<file path="src/rtl/uart_rx.sv">
`default_nettype none
// ============================================================================
// Module      : uart_rx
// Description : 8N1 serial receiver. Synchronises rx through two flops,
//               detects the start bit, samples each bit once at mid-bit,
//               assembles the byte LSB-first and raises a one-cycle valid
//               strobe on a good stop bit or a one-cycle frame_err strobe
//               on a bad one.
// Ports       : clk       - system clock
//               rst       - synchronous active-high reset
//               rx        - serial line, idle high
//               data      - last correctly framed byte (held between strobes)
//               valid     - one-cycle strobe, data updated this cycle
//               frame_err - one-cycle strobe, stop bit sampled low
//               busy      - high while a frame is in progress
// Revision    : 1.0 - initial release
// ============================================================================
module uart_rx #(
    parameter int CLKS_PER_BIT = 1
) (
    input  logic       clk,
    input  logic       rst,
    input  logic       rx,
    output logic [7:0] data,
    output logic       valid,
    output logic       frame_err,
    output logic       busy
);

    // Mid-bit sample offset; derived, never overridden.
    localparam int HALF = (CLKS_PER_BIT - 1) / 2;
    localparam int CW   = $clog2(CLKS_PER_BIT) + 1;

    localparam logic [CW-1:0] c_CNT_LAST = CW'(CLKS_PER_BIT - 1);
    localparam logic [CW-1:0] c_CNT_HALF = CW'(HALF);
    localparam logic [CW-1:0] c_CNT_ONE  = CW'(1);

    localparam logic [2:0] c_IDLE      = 3'd0;
    localparam logic [2:0] c_START     = 3'd1;
    localparam logic [2:0] c_DATA      = 3'd2;
    localparam logic [2:0] c_STOP      = 3'd3;
    localparam logic [2:0] c_WAIT_HIGH = 3'd4;

    logic          r_sync1_q;
    logic          r_rx_s_q;
    logic [2:0]    r_state_q,     w_state_d;
    logic [CW-1:0] r_cnt_q,       w_cnt_d;
    logic [3:0]    r_bit_idx_q,   w_bit_idx_d;
    logic [7:0]    r_shift_q,     w_shift_d;
    logic [7:0]    r_data_q,      w_data_d;
    logic          r_valid_q,     w_valid_d;
    logic          r_frame_err_q, w_frame_err_d;

    always_comb begin
        w_state_d     = r_state_q;
        w_cnt_d       = r_cnt_q;
        w_bit_idx_d   = r_bit_idx_q;
        w_shift_d     = r_shift_q;
        w_data_d      = r_data_q;
        w_valid_d     = 1'b0;
        w_frame_err_d = 1'b0;

        case (r_state_q)
            c_IDLE: begin
                if (!r_rx_s_q) begin
                    w_bit_idx_d = 4'd0;
                    if (HALF == 0) begin
                        // Start check falls on the detection cycle itself and
                        // trivially passes; go straight to data sampling.
                        w_state_d = c_DATA;
                        w_cnt_d   = '0;
                    end else begin
                        // Detection cycle counts as offset 0, so START is
                        // entered already at offset 1.
                        w_state_d = c_START;
                        w_cnt_d   = c_CNT_ONE;
                    end
                end
            end

            c_START: begin
                if (r_cnt_q == c_CNT_HALF) begin
                    w_cnt_d = '0;
                    if (r_rx_s_q) begin
                        w_state_d = c_IDLE;    // glitch, not a real start bit
                    end else begin
                        w_state_d = c_DATA;
                    end
                end else begin
                    w_cnt_d = r_cnt_q + c_CNT_ONE;
                end
            end

            c_DATA: begin
                if (r_cnt_q == c_CNT_LAST) begin
                    w_cnt_d   = '0;
                    // LSB arrives first, so shift in from the top.
                    w_shift_d = {r_rx_s_q, r_shift_q[7:1]};
                    if (r_bit_idx_q == 4'd7) begin
                        w_state_d = c_STOP;
                    end else begin
                        w_bit_idx_d = r_bit_idx_q + 4'd1;
                    end
                end else begin
                    w_cnt_d = r_cnt_q + c_CNT_ONE;
                end
            end

            c_STOP: begin
                if (r_cnt_q == c_CNT_LAST) begin
                    w_cnt_d = '0;
                    if (r_rx_s_q) begin
                        w_data_d  = r_shift_q;
                        w_valid_d = 1'b1;
                        w_state_d = c_IDLE;
                    end else begin
                        w_frame_err_d = 1'b1;
                        w_state_d     = c_WAIT_HIGH;
                    end
                end else begin
                    w_cnt_d = r_cnt_q + c_CNT_ONE;
                end
            end

            c_WAIT_HIGH: begin
                // A held-low break must not be mistaken for a new start bit.
                if (r_rx_s_q) begin
                    w_state_d = c_IDLE;
                end
            end

            default: begin
                w_state_d = c_IDLE;
            end
        endcase
    end

    always_ff @(posedge clk) begin
        if (rst) begin
            r_sync1_q     <= 1'b1;
            r_rx_s_q      <= 1'b1;
            r_state_q     <= c_IDLE;
            r_cnt_q       <= '0;
            r_bit_idx_q   <= 4'd0;
            r_shift_q     <= 8'h00;
            r_data_q      <= 8'h00;
            r_valid_q     <= 1'b0;
            r_frame_err_q <= 1'b0;
        end else begin
            r_sync1_q     <= rx;
            r_rx_s_q      <= r_sync1_q;
            r_state_q     <= w_state_d;
            r_cnt_q       <= w_cnt_d;
            r_bit_idx_q   <= w_bit_idx_d;
            r_shift_q     <= w_shift_d;
            r_data_q      <= w_data_d;
            r_valid_q     <= w_valid_d;
            r_frame_err_q <= w_frame_err_d;
        end
    end

    assign data      = r_data_q;
    assign valid     = r_valid_q;
    assign frame_err = r_frame_err_q;
    assign busy      = (r_state_q != c_IDLE);

endmodule
`default_nettype wire
</file>
<file path="config.mk">
export PLATFORM = sky130hd
export DESIGN_NAME = uart_rx
export DESIGN_NICKNAME = d
export VERILOG_FILES = /design/src/rtl/uart_rx.sv
export SDC_FILE = /design/constraint.sdc
export NUM_CORES = 1
export LEC_CHECK = 0
export ABC_AREA = 1
export BUFFER_PORTS_ARGS = -buffer_cell sky130_fd_sc_hd__buf_4
export CORE_ASPECT_RATIO = 1.25
export CORE_MARGIN = 2
export CORE_UTILIZATION = 49
export CTS_BUF_LIST = sky130_fd_sc_hd__clkbuf_16
export CTS_CLUSTER_SIZE = 14
export DETAILED_ROUTE_END_ITERATION = 8
export PLACE_DENSITY = 0.81
export SYNTH_ARGS = -nofsm -noshare
export SYNTH_HDL_FRONTEND = slang
export SYNTH_SLANG_ARGS = --single-unit
</file>
<file path="constraint.sdc">
create_clock -name clk -period 1.12 [get_ports clk]
set_input_delay 0.224 -clock clk [delete_from_list [all_inputs] [get_ports clk]]
set_output_delay 0.224 -clock clk [all_outputs]
set_load 0.02 [all_outputs]
</file>
# ---- After elaboration in Yosys (flattened, before gate mapping)
# Cells that the tools add are included.
# W data, S select, Z words.
dict set report classes {
  n_eq_ne 12
  add_sub_neg 2
  n_reduce_logical 11
  bitwise 2
  n_mux 18
}
# op count
set op_table {}
lappend op_table {{$mux W3} 7}
lappend op_table {{$pmux W3 S5} 1}
lappend op_table {{$ne A2 B2 Y1 const B} 7}
lappend op_table {{$mux W4} 3}
lappend op_table {{$pmux W4 S2} 1}
lappend op_table {{$eq A3 B2 Y1 const B} 2}
lappend op_table {{$reduce_and A6 Y1} 1}
lappend op_table {{$reduce_or A3 Y1} 2}
lappend op_table {{$add A4 B1 Y4 const B} 1}
lappend op_table {{$eq A4 B3 Y1 const B} 1}
lappend op_table {{$mux W1} 4}
lappend op_table {{$reduce_and A2 Y1} 2}
lappend op_table {{$reduce_and A4 Y1} 1}
lappend op_table {{$reduce_bool A2 Y1} 2}
lappend op_table {{$eq A3 B1 Y1 const B} 1}
lappend op_table {{$eq A3 B3 Y1 const B} 1}
lappend op_table {{$logic_not A3 Y1} 1}
lappend op_table {{$reduce_and A3 Y1} 1}
lappend op_table {{$reduce_bool A3 Y1} 1}
lappend op_table {{$mux W2} 1}
lappend op_table {{$not A1 Y1} 2}
lappend op_table {{$pmux W1 S2} 1}
lappend op_table {{$add A1 B1 Y1 const B} 1}
dict set report word_totals {
  out_inout_bits 11
  register_bits 28
  inputBits 3
  wordCells 54
}

# ---- Logic depth before layout (Yosys ltp)
# Gate-level depths: netlist of run 1.
dict set report logic_depth {
  word_depth 4
  depth_mapped 8
}

# ---- Worst setup path after synthesis of run 1
# Ideal clock, no wire load.
dict set report synth_timing {
  kind {register to register}
  start {register r_state_q[1]}
  end {register r_bit_idx_q[0]}
  stages_incl_launch_ff 7
  synth_period_minus_slack_ns 1.143
  setup_ns 0.114
  n_path_buf 0
  setup_slack_ns -0.023
  arrival_ns 1.029
  path_cell_list {dfxtp_1 > nor2_2 > nand2_1 > nand2_2 > nand3_4 > nor2_1 > nor2_2}
}
dict set report synth_between {
  elab_chain_cells 3
}
# element line
set synth_rtl {}
lappend synth_rtl {{from (decl)} 46} ;# logic [2:0] r_state_q, w_state_d;
lappend synth_rtl {{from (signal assigned)} 142} ;# r_state_q <= c_IDLE;
lappend synth_rtl {{from (signal assigned)} 152} ;# r_state_q <= w_state_d;
lappend synth_rtl {{$eq A3 B2 Y1 or $logic_not A3 Y1 (tied branches)} 63} ;# case (r_state_q)
lappend synth_rtl {{$ne A2 B2 Y1 (no line) or $reduce_bool A2 Y1 (tied branches)} --}
lappend synth_rtl {{$reduce_and A4 Y1 (no line)} --}
lappend synth_rtl {{to (signal assigned)} 154} ;# r_bit_idx_q <= w_bit_idx_d;
lappend synth_rtl {{to (decl)} 48} ;# logic [3:0] r_bit_idx_q, w_bit_idx_d;
# Parallel ways exist; a longest one is shown, timed or not.
# A chain may end at the register's enable or synchronous reset.

# ---- Worst setup path after layout of run 1
dict set report layout_timing {
  start {register r_state_q[0]}
  end {output busy}
}
dict set report layout_between {
  elab_chain_cells 1
}
# element line
set layout_rtl {}
lappend layout_rtl {{$reduce_bool A3 Y1} 165} ;# assign busy = (r_state_q != c_IDLE);
lappend layout_rtl {{to (decl)} 27} ;# output logic busy
# No other way between the ends.

==> summary.txt, run 1 <==
Status - finished with violations
Failing checks - negative setup slack
Clock buffer depth - 2
Synth Flop Type - dfxtp_1
Synth warn - 0
Routed WL - 2250 µm
Die Y - 56.8 µm
Leakage - 0.563 nW
DRC viols - 0
Final setup fails - 5
Seq cells post-synth - 27
Hold crit path type - in -> reg
DR vias - 936
Max H-tree Level - 1
Initial antenna violation count - 0
Gr usage total - 18.8%
Mapped Nets - 141
RSZ-0062 raised after global routing - true
HPWL Detailed - 1450 µm
Synth area leader - dfxtp_1
Min-delay src - rx
Cell variety after synth - 22
RePlAce Congestion - 0.758
Initial Utilization - 50.5%
Routed Antenna Nets - 0
Root Buffer - clkbuf_16
Max VDD drop - 0.00134 V
Die area - 2630 µm²
Final net count - 162
Critical path launch point - r_state_q[0]
Mapped cell area - 1090 µm²
Sink Count - 27
Most common cell in the netlist - nand2_1
Setup TNS - -0.308 ns
Area growth syn-to-layout - 30.3%
First-pass GRT wire length - 3730 µm
Async SR Flop Fraction - 0%
Least-Margin Pin Slew - 0.252 ns
Mean Syn Cell Area - 7.98 µm²
Reg-to-reg startpoint - r_state_q[0]
Number of global-route vias before repair - 900
Share of layout cells above drive strength 1 - 36.3%
Crit start category - flop
Clock slew at reported path FFs - 0.06 ns
DRT Pass-1 Iters - 4
DRT iter0 DRCs - 24
TritonCTS clock tree - yes
Worst setup EP type - output port
Synth top area cells - dfxtp_1 (49%), nand2_1 (12%), a21oi_1 (7.8%)
Achievable Freq - 0.810 GHz
Min Tclk post-route - 1.23 ns
Highest net fanout along the worst path - 4
Routed wire per std cell - 12.0 µm
Port buffer count - 13
IO Pins - 14
Final Max Tran Viols - 0
Die extent in x - 46.3 µm
Register area share after synthesis - 49.4%
Critical setup path kind - reg -> out
Critical path required time - 0.90 ns
Number of vias per cell - 4.98
CTS buffer count - 3
EDFF count, synth - 0
Crit share post-route - 110%
Finished Layout Cells - 188
Final hold vios - 0
Cells after DPL - 182
Row count - 19
Most frequent cells after synthesis - nand2_1 (35), dfxtp_1 (27), a21oi_1 (17), nor2_1 (13), nand3_1 (12)
Worst Clk Skew - 0.00131 ns
Core Area - 2160 µm²
Gate Count Post-Synth - 137
Pin count of the biggest net entering global routing - 25
PwrDens - 1570 nW/µm²
Synth top area share - 49.4%
Relative slew slack - 83.2%
Worst Path Arrival - 1.01 ns
Final worst slack - -0.114 ns
Inserted Diodes - 0
Clock Latency Late Sink - 0.25 ns
Max_cap viols - 0
Gr ovfl total - 0
kinds of logic (layout without fill, tap and decap cells):
group	after synthesis	in the layout	synth area share (%)
AO/OA/AOI/OAI	21	21	10.1
adder cells (fa/ha/maj)	1	1	1.14
buffers and inverters	13	33	5.95
flip-flops	27	27	49.4
AND/OR/NAND/NOR	75	75	33.4
flip-flops by register name, indices dropped and copies added, names as in the netlist:
register / cells
r_state_q: 3
r_rx_s_q: 1
frame_err: 1
r_sync1_q: 1
r_shift_q: 8
valid: 1
data: 8
r_bit_idx_q: 4
timing repair:
item | 4_1_cts | 5_1_grt
setup buffers | 2 | 0
endpoints found under the setup margin | 7 | 24
endpoints found under the hold margin | 0 | 0
resized for setup | 13 | 10
hold buffers | 0 | 0
pin swaps | 7 | 5
worst max-delay path: stages, from the launching register on:
cell and delay (ns):
dfxtp_4 0.38, nor2_4 0.16, nand2_2 0.08, buf_6 0.13
metrics by stage:
step                      worst slack (ns)  instance area (µm²)  util [%]  power [W]  hold slack [ns]
after floorplan                    0.00306                 1100         -    0.00131            0.295
after global placement            -0.00597                 1250      58.0    0.00138            0.393
after detailed placement           -0.0492                 1250      58.0    0.00139            0.405
after CTS                          -0.0750                 1390      64.2    0.00222            0.147
after global routing                -0.146                 1430      65.9    0.00236            0.147
final                               -0.114                 1430      65.9    0.00224            0.149
layout make-up:
cell class | instances | area, µm²
fillers | 164 | 738
flip-flops and latches | 27 | 552
multi-input cells | 97 | 544
repair buffers | 21 | 178
clock buffers | 3 | 75.1
well taps | 31 | 38.8
inverters | 8 | 32.5
clock inverters | 1 | 5.00
final timing paths:
kind,depth (start not counted),slack [ns],endpoint
setup / recovery,3,-0.11,busy
hold / removal,2,0.15,r_sync1_q
hold reg to reg,1,0.42,r_rx_s_q
setup reg to reg,6,-0.08,r_bit_idx_q[0]
placed cells by master, fill, tap and decap left out:
cell       Yosys  final
ha_4           0      1
clkinv_2       0      1
o21ai_0        1      1
a31oi_1        1      1
buf_4          0     18
inv_1          6      6
nand2_1       35     30
dfxtp_1       27     22
nor2_4         2      4
clkbuf_16      0      3
a21oi_1       17     16
dfxtp_4        0      2
inv_4          0      1
o21ai_1        1      1
nand3_1       12     12
a21oi_2        1      2
dfxtp_2        0      3
nor4_2         1      1
nand2_2        4      8
nor2_2         3      3
or2_2          3      3
buf_12         0      1
nor2_1        13     11
nand2_4        0      1
nand3_4        1      2
buf_6          2      2
inv_2          2      1
where the power goes:
part | internal [W] | switching (W) | leakage (nW)
clock network | 0.000480 | 0.000300 | 0.0409
logic | 0.000169 | 0.000235 | 0.301
registers | 0.00101 | 0.0000534 | 0.222
layer usage:
| metal | vias up | share of wire, % | global-route usage, % |
|---|---|---|---|
| li1 | 480 | - | - |
| met1 | 429 | 41 | 24.1 |
| met2 | 19 | 53 | 30.6 |
| met3 | 8 | 2.8 | 2.89 |
| met4 | 0 | 3.9 | 6.94 |
| met5 | - | 0 | 0 |
Note: power is estimated with default switching activity, not from simulation.
==> run 2: changes to the inputs <==
Settings changed: CORE_MARGIN 2 to 1.
==> summary.txt, run 2 (synthesized netlist as in run 1, its figures left out) <==
Status - finished with violations
Failing checks - negative setup slack
RePlAce Congestion - 0.768 (+1.3%)
First-pass GRT wire length - 3460 µm (-7.1%)
Max H-tree Level - 1 (unchanged)
Row count - 18 (-1)
CP max stage cell - dfxtp_2
Final hold vios - 0 (unchanged)
DRT Pass-1 Iters - 4 (unchanged)
Buf+Inv Stages, Crit Path - 1 (unchanged)
HPWL Detailed - 1490 µm (+2.3%)
DR vias - 947 (+1.2%)
Port buffer count - 13 (unchanged)
Core Area - 2050 µm² (-5.3%)
Hold crit path type - in -> reg
Final worst slack - -0.0693 ns (+0.0451 ns)
Design Power - 0.00223 W (-0.70%)
Setup TNS - -0.133 ns (+0.175 ns)
Least-Margin Pin Slew - 0.263 ns (+0.0105 ns)
Clock slew at reported path FFs - 0.06 ns (about the same)
Gr ovfl total - 0 (unchanged)
Share of layout cells above drive strength 1 - 37.5% (+1.2 points)
DRT iter0 DRCs - 14 (-42%)
Achievable Freq - 0.841 GHz (+3.8%)
Worst Clk Skew - 0.00136 ns (+0.0000563 ns)
Clock buffer depth - 2 (unchanged)
Final setup fails - 4 (-1)
Critical path launch point - r_state_q[1]
Die Y - 54.8 µm (-3.5%)
Worst setup EP type - output port
RSZ-0062 raised after global routing - true
TritonCTS clock tree - yes
CP cell instances - nor2_4 -> nand2_2 -> buf_6
Routed WL - 2230 µm (-0.89%)
Crit start category - flop
Max VDD drop - 0.00124 V (-7.4%)
Worst Path Arrival - 0.97 ns (-0.04 ns)
Commonest non-fill, non-tap cell in the layout - nand2_1
CP delay by family, top - flip-flops
Die extent in x - 44.3 µm (-4.3%)
Initial Utilization - 53.4% (+2.8 points)
Final Max Tran Viols - 0 (unchanged)
Inserted Diodes - 0 (unchanged)
Area growth syn-to-layout - 32.0%
Routed wire per std cell - 11.8 µm (-1.9%)
Critical path required time - 0.90 ns (about the same)
Routed Antenna Nets - 0 (unchanged)
Min Tclk post-route - 1.19 ns (-0.0451 ns)
Die area - 2430 µm² (-7.7%)
IO Pins - 14 (unchanged)
Pin count of the biggest net entering global routing - 25 (unchanged)
Number of vias per cell - 4.98 (+0.11%)
Commonest cells after routing, fill and taps aside - nand2_1 (31), dfxtp_1 (23), buf_4 (18)
Max_cap viols - 0 (unchanged)
Final net count - 165 (+1.9%)
Reg-to-reg startpoint - r_state_q[2]
Crit share post-route - 106% (-4.0 points)
Leakage - 0.582 nW (+3.3%)
CTS buffer count - 3 (unchanged)
Critical setup path kind - reg -> out
FILL cells - 161 (-1.8%)
Gr usage total - 20.2% (+1.4 points)
Min-delay src - rx
Initial antenna violation count - 0 (unchanged)
Number of global-route vias before repair - 812 (-9.8%)
Sink Count - 27 (unchanged)
Root Buffer - clkbuf_16
Relative slew slack - 82.5% (-0.70 points)
Crit path largest cell delay - 0.35 ns (-0.03 ns)
Clock Latency Late Sink - 0.26 ns (about the same)
PwrDens - 1540 nW/µm² (-2.0%)
Highest net fanout along the worst path - 4 (unchanged)
DRC viols - 0 (unchanged)
## run 2: cell count changes in the layout (fill, tap and decap cells not counted), sizes merged
cell | previous run | this run
buf | 21 | 24
inv | 8 | 9
clkinv | 1 | 0
## run 2: worst reg2reg max path, cell delays in order (launching register included)
cell     delay, ns
dfxtp_1       0.32
inv_2         0.10
nand2_2       0.10
nor2_4        0.17
nand2_2       0.09
nand3_4       0.10
nand2_1       0.07
nand2_1       0.07
nor2_2        0.03
## run 2: metal layers
layer	vias to the layer above	global-route usage [%]	part of all wire [%]
met3	5	2.97	2.2
met1	444	23.7	43
met5	-	0	0
met4	0	12.1	2.2
li1	488	-	-
met2	10	34.6	53
## run 2: where the power goes
group,switching (W),internal [W],total [W]
registers,0.0000447,0.00100,0.00105
logic,0.000224,0.000161,0.000385
clock network,0.000315,0.000478,0.000793
## run 2: layout make-up
type / count / area, µm² / area share, %
flip-flops and latches: 27 / 548 / 38.0
multi-input cells: 97 / 547 / 37.9
repair buffers: 24 / 203 / 14.0
clock buffers: 3 / 75.1 / 5.20
well taps: 30 / 37.5 / 2.60
inverters: 8 / 30.0 / 2.08
clock inverters: 1 / 3.75 / 0.260
## run 2: what timing repair did
| action | in CTS | in global routing |
|---|---|---|
| buffers inserted | 3 | 1 |
| hold buffers | 0 | 0 |
| resized for setup | 13 | 12 |
| endpoints found under the setup margin | 5 | 22 |
| pin swaps | 5 | 3 |
## run 2: final timing paths
kind | to | depth (start not counted) | slack, ns
hold reg to reg | r_rx_s_q | 1 | 0.42
setup / recovery | busy | 3 | -0.07
hold / removal | r_sync1_q | 2 | 0.14
setup reg to reg | r_bit_idx_q[0] | 8 | -0.03
## run 2: per-stage QoR
step / instances / hold slack (ns) / instance area [µm²] / util (%) / setup slack, ns
after global routing: 190 / 0.156 / 1440 / 70.5 / -0.108
final: 190 / 0.144 / 1440 / 70.5 / -0.0693
after global placement: 182 / 0.391 / 1250 / 60.9 / 0.000375
after CTS: 189 / 0.144 / 1390 / 67.8 / -0.0661
after detailed placement: 182 / 0.407 / 1250 / 60.9 / -0.0639
after floorplan: 137 / 0.295 / 1100 / - / 0.00306
==> run 3: changes to the inputs <==
Settings changed: CORE_ASPECT_RATIO 1.25 to unset, GPL_ROUTABILITY_DRIVEN set to 0, GPL_TIMING_DRIVEN set to 0.
==> summary.txt, run 3 (synthesized netlist as in run 1, its figures left out) <==
Max VDD drop - 0.00112 V (-9.6%)
Clock Latency Late Sink - 0.26 ns (about the same)
Hold crit path type - in -> reg
Initial Utilization - 54.1% (+0.73 points)
DRC viols - 0 (unchanged)
Clock slew at reported path FFs - 0.06 ns (about the same)
Inserted Diodes - 0 (unchanged)
Achievable Freq - 0.838 GHz (-0.39%)
Share of layout cells above drive strength 1 - 42.9% (+5.4 points)
Die area - 2420 µm² (about the same)
Initial antenna violation count - 0 (unchanged)
TritonCTS clock tree - yes
Crit start category - flop
Max_cap viols - 0 (unchanged)
Leakage - 0.592 nW (+1.8%)
Hold_buf cts - 0 (unchanged)
Commonest cells after routing, fill and taps aside - nand2_1 (28), dfxtp_1 (22), buf_4 (17)
Row count - 16 (-2)
Relative slew slack - 63.1% (-19 points)
Core Area - 2020 µm² (-1.3%)
DRT Pass-1 Iters - 4 (unchanged)
RSZ-0062 raised after global routing - true
Critical path required time - 0.90 ns (about the same)
PwrDens - 1530 nW/µm² (-1.0%)
HPWL Detailed - 1560 µm (+5.1%)
Number of vias per cell - 5.44 (+9.1%)
CP cell instances - nor2_4 -> nand2_2 -> buf_6
Final hold vios - 0 (unchanged)
Cells after DPL - 177 (-2.7%)
Setup TNS - -0.281 ns (-0.148 ns)
Design Power - 0.00228 W (+2.6%)
Finished Layout Cells - 188 (-1.1%)
Pin count of the biggest net entering global routing - 17 (-32%)
Min Tclk post-route - 1.19 ns (+0.00467 ns)
Final net count - 166 (+0.61%)
Worst hold slack - 0.151 ns (+0.00699 ns)
CP max stage cell - dfxtp_4
IO Pins - 14 (unchanged)
Commonest non-fill, non-tap cell in the layout - nand2_1
Routed WL - 2730 µm (+22%)
Max H-tree Level - 1 (unchanged)
Number of global-route vias before repair - 969 (+19%)
Status - finished with violations
Highest net fanout along the worst path - 3 (-1)
First-pass GRT wire length - 4130 µm (+19%)
Clock buffer depth - 2 (unchanged)
Final setup fails - 5 (+1)
Final worst slack - -0.0740 ns (-0.00467 ns)
Gr usage total - 22.3% (+2.1 points)
Post-place setup slack - -0.153 ns (-0.0890 ns)
Least-Margin Pin Slew - 0.553 ns (+0.290 ns)
Worst Path Arrival - 0.97 ns (about the same)
Crit path largest cell delay - 0.36 ns (about the same)
Die Y - 49.2 µm (-10%)
Area growth syn-to-layout - 36.8%
Critical setup path kind - reg -> out
CTS buffer count - 3 (unchanged)
Routed wire per std cell - 14.5 µm (+23%)
Sink Count - 27 (unchanged)
Port buffer count - 13 (unchanged)
Gr ovfl total - 0 (unchanged)
Failing checks - negative setup slack
Worst Clk Skew - 0.00403 ns (+0.00266 ns)
Die extent in x - 49.2 µm (+11%)
Crit share post-route - 107% (+0.42 points)
Routed Antenna Nets - 0 (unchanged)
DR vias - 1,022 (+7.9%)
Final Max Tran Viols - 0 (unchanged)
Worst setup EP type - output port
DRT iter0 DRCs - 50 (+36)
Root Buffer - clkbuf_16
## run 3: changes by cell type in the layout (fill, tap and decap cells not counted), moves of 2 or more
cell	before	now
nand2_4	1	3
buf_6	6	4
clkbuf_1	0	2
nand3_1	11	7
nand3_2	2	6
nand2_1	31	28
## run 3: per-layer routing
layer  part of all wire [%]  global-route usage [%]
met1                     39                    25.2
met3                    4.1                    3.12
met4                   0.51                    7.35
met5                      0                       0
met2                     56                    42.0
## run 3: where the power goes
| group | internal, W | leakage [nW] | total (W) | switching, W |
|---|---|---|---|---|
| sequential | 0.00101 | 0.222 | 0.00105 | 0.0000486 |
| combinational | 0.000180 | 0.333 | 0.000432 | 0.000251 |
| clock | 0.000484 | 0.0371 | 0.000799 | 0.000315 |
| total | 0.00167 | 0.592 | 0.00228 | 0.000615 |
## run 3: stage by stage
stage          area, µm²  utilization, %
2_1_floorplan       1100               -
3_3_place_gp        1230            60.7
3_5_place_dp        1230            60.7
4_1_cts             1420            70.3
5_1_grt             1500            74.0
6_report            1500            74.0
## run 3: repair_timing
item	CTS	global route
setup endpoints to repair	16	25
gates cloned	0	1
pin swaps	6	14
gates resized for setup	16	20
buffers inserted	6	0
## run 3: final timing paths
path / start / to / slack (ns) / depth (start not counted)
worst min register to register: r_sync1_q / r_rx_s_q / 0.42 / 1
worst max register to register: r_state_q[2] / r_bit_idx_q[2] / -0.07 / 7
worst max-delay path: r_state_q[0] / busy / -0.07 / 3
worst min-delay path: rx / r_sync1_q / 0.15 / 2
## run 3: final cells by class
cell class              instances  area (µm²)
plain buffers                   5        37.5
clock buffers                   3        75.1
clock inverters                 1        7.51
fillers                       144         526
inverters                       8        32.5
multi-input cells              97         588
flip-flops and latches         27         552
well taps                      27        33.8
repair buffers                 20         170
## run 3: worst max-delay path, delay by kind of cell, from the launching register on
kind / cells / cell delay (ns)
flip-flops: 1 / 0.36
buffers and inverters: 1 / 0.14
AND/OR/NAND/NOR: 2 / 0.22
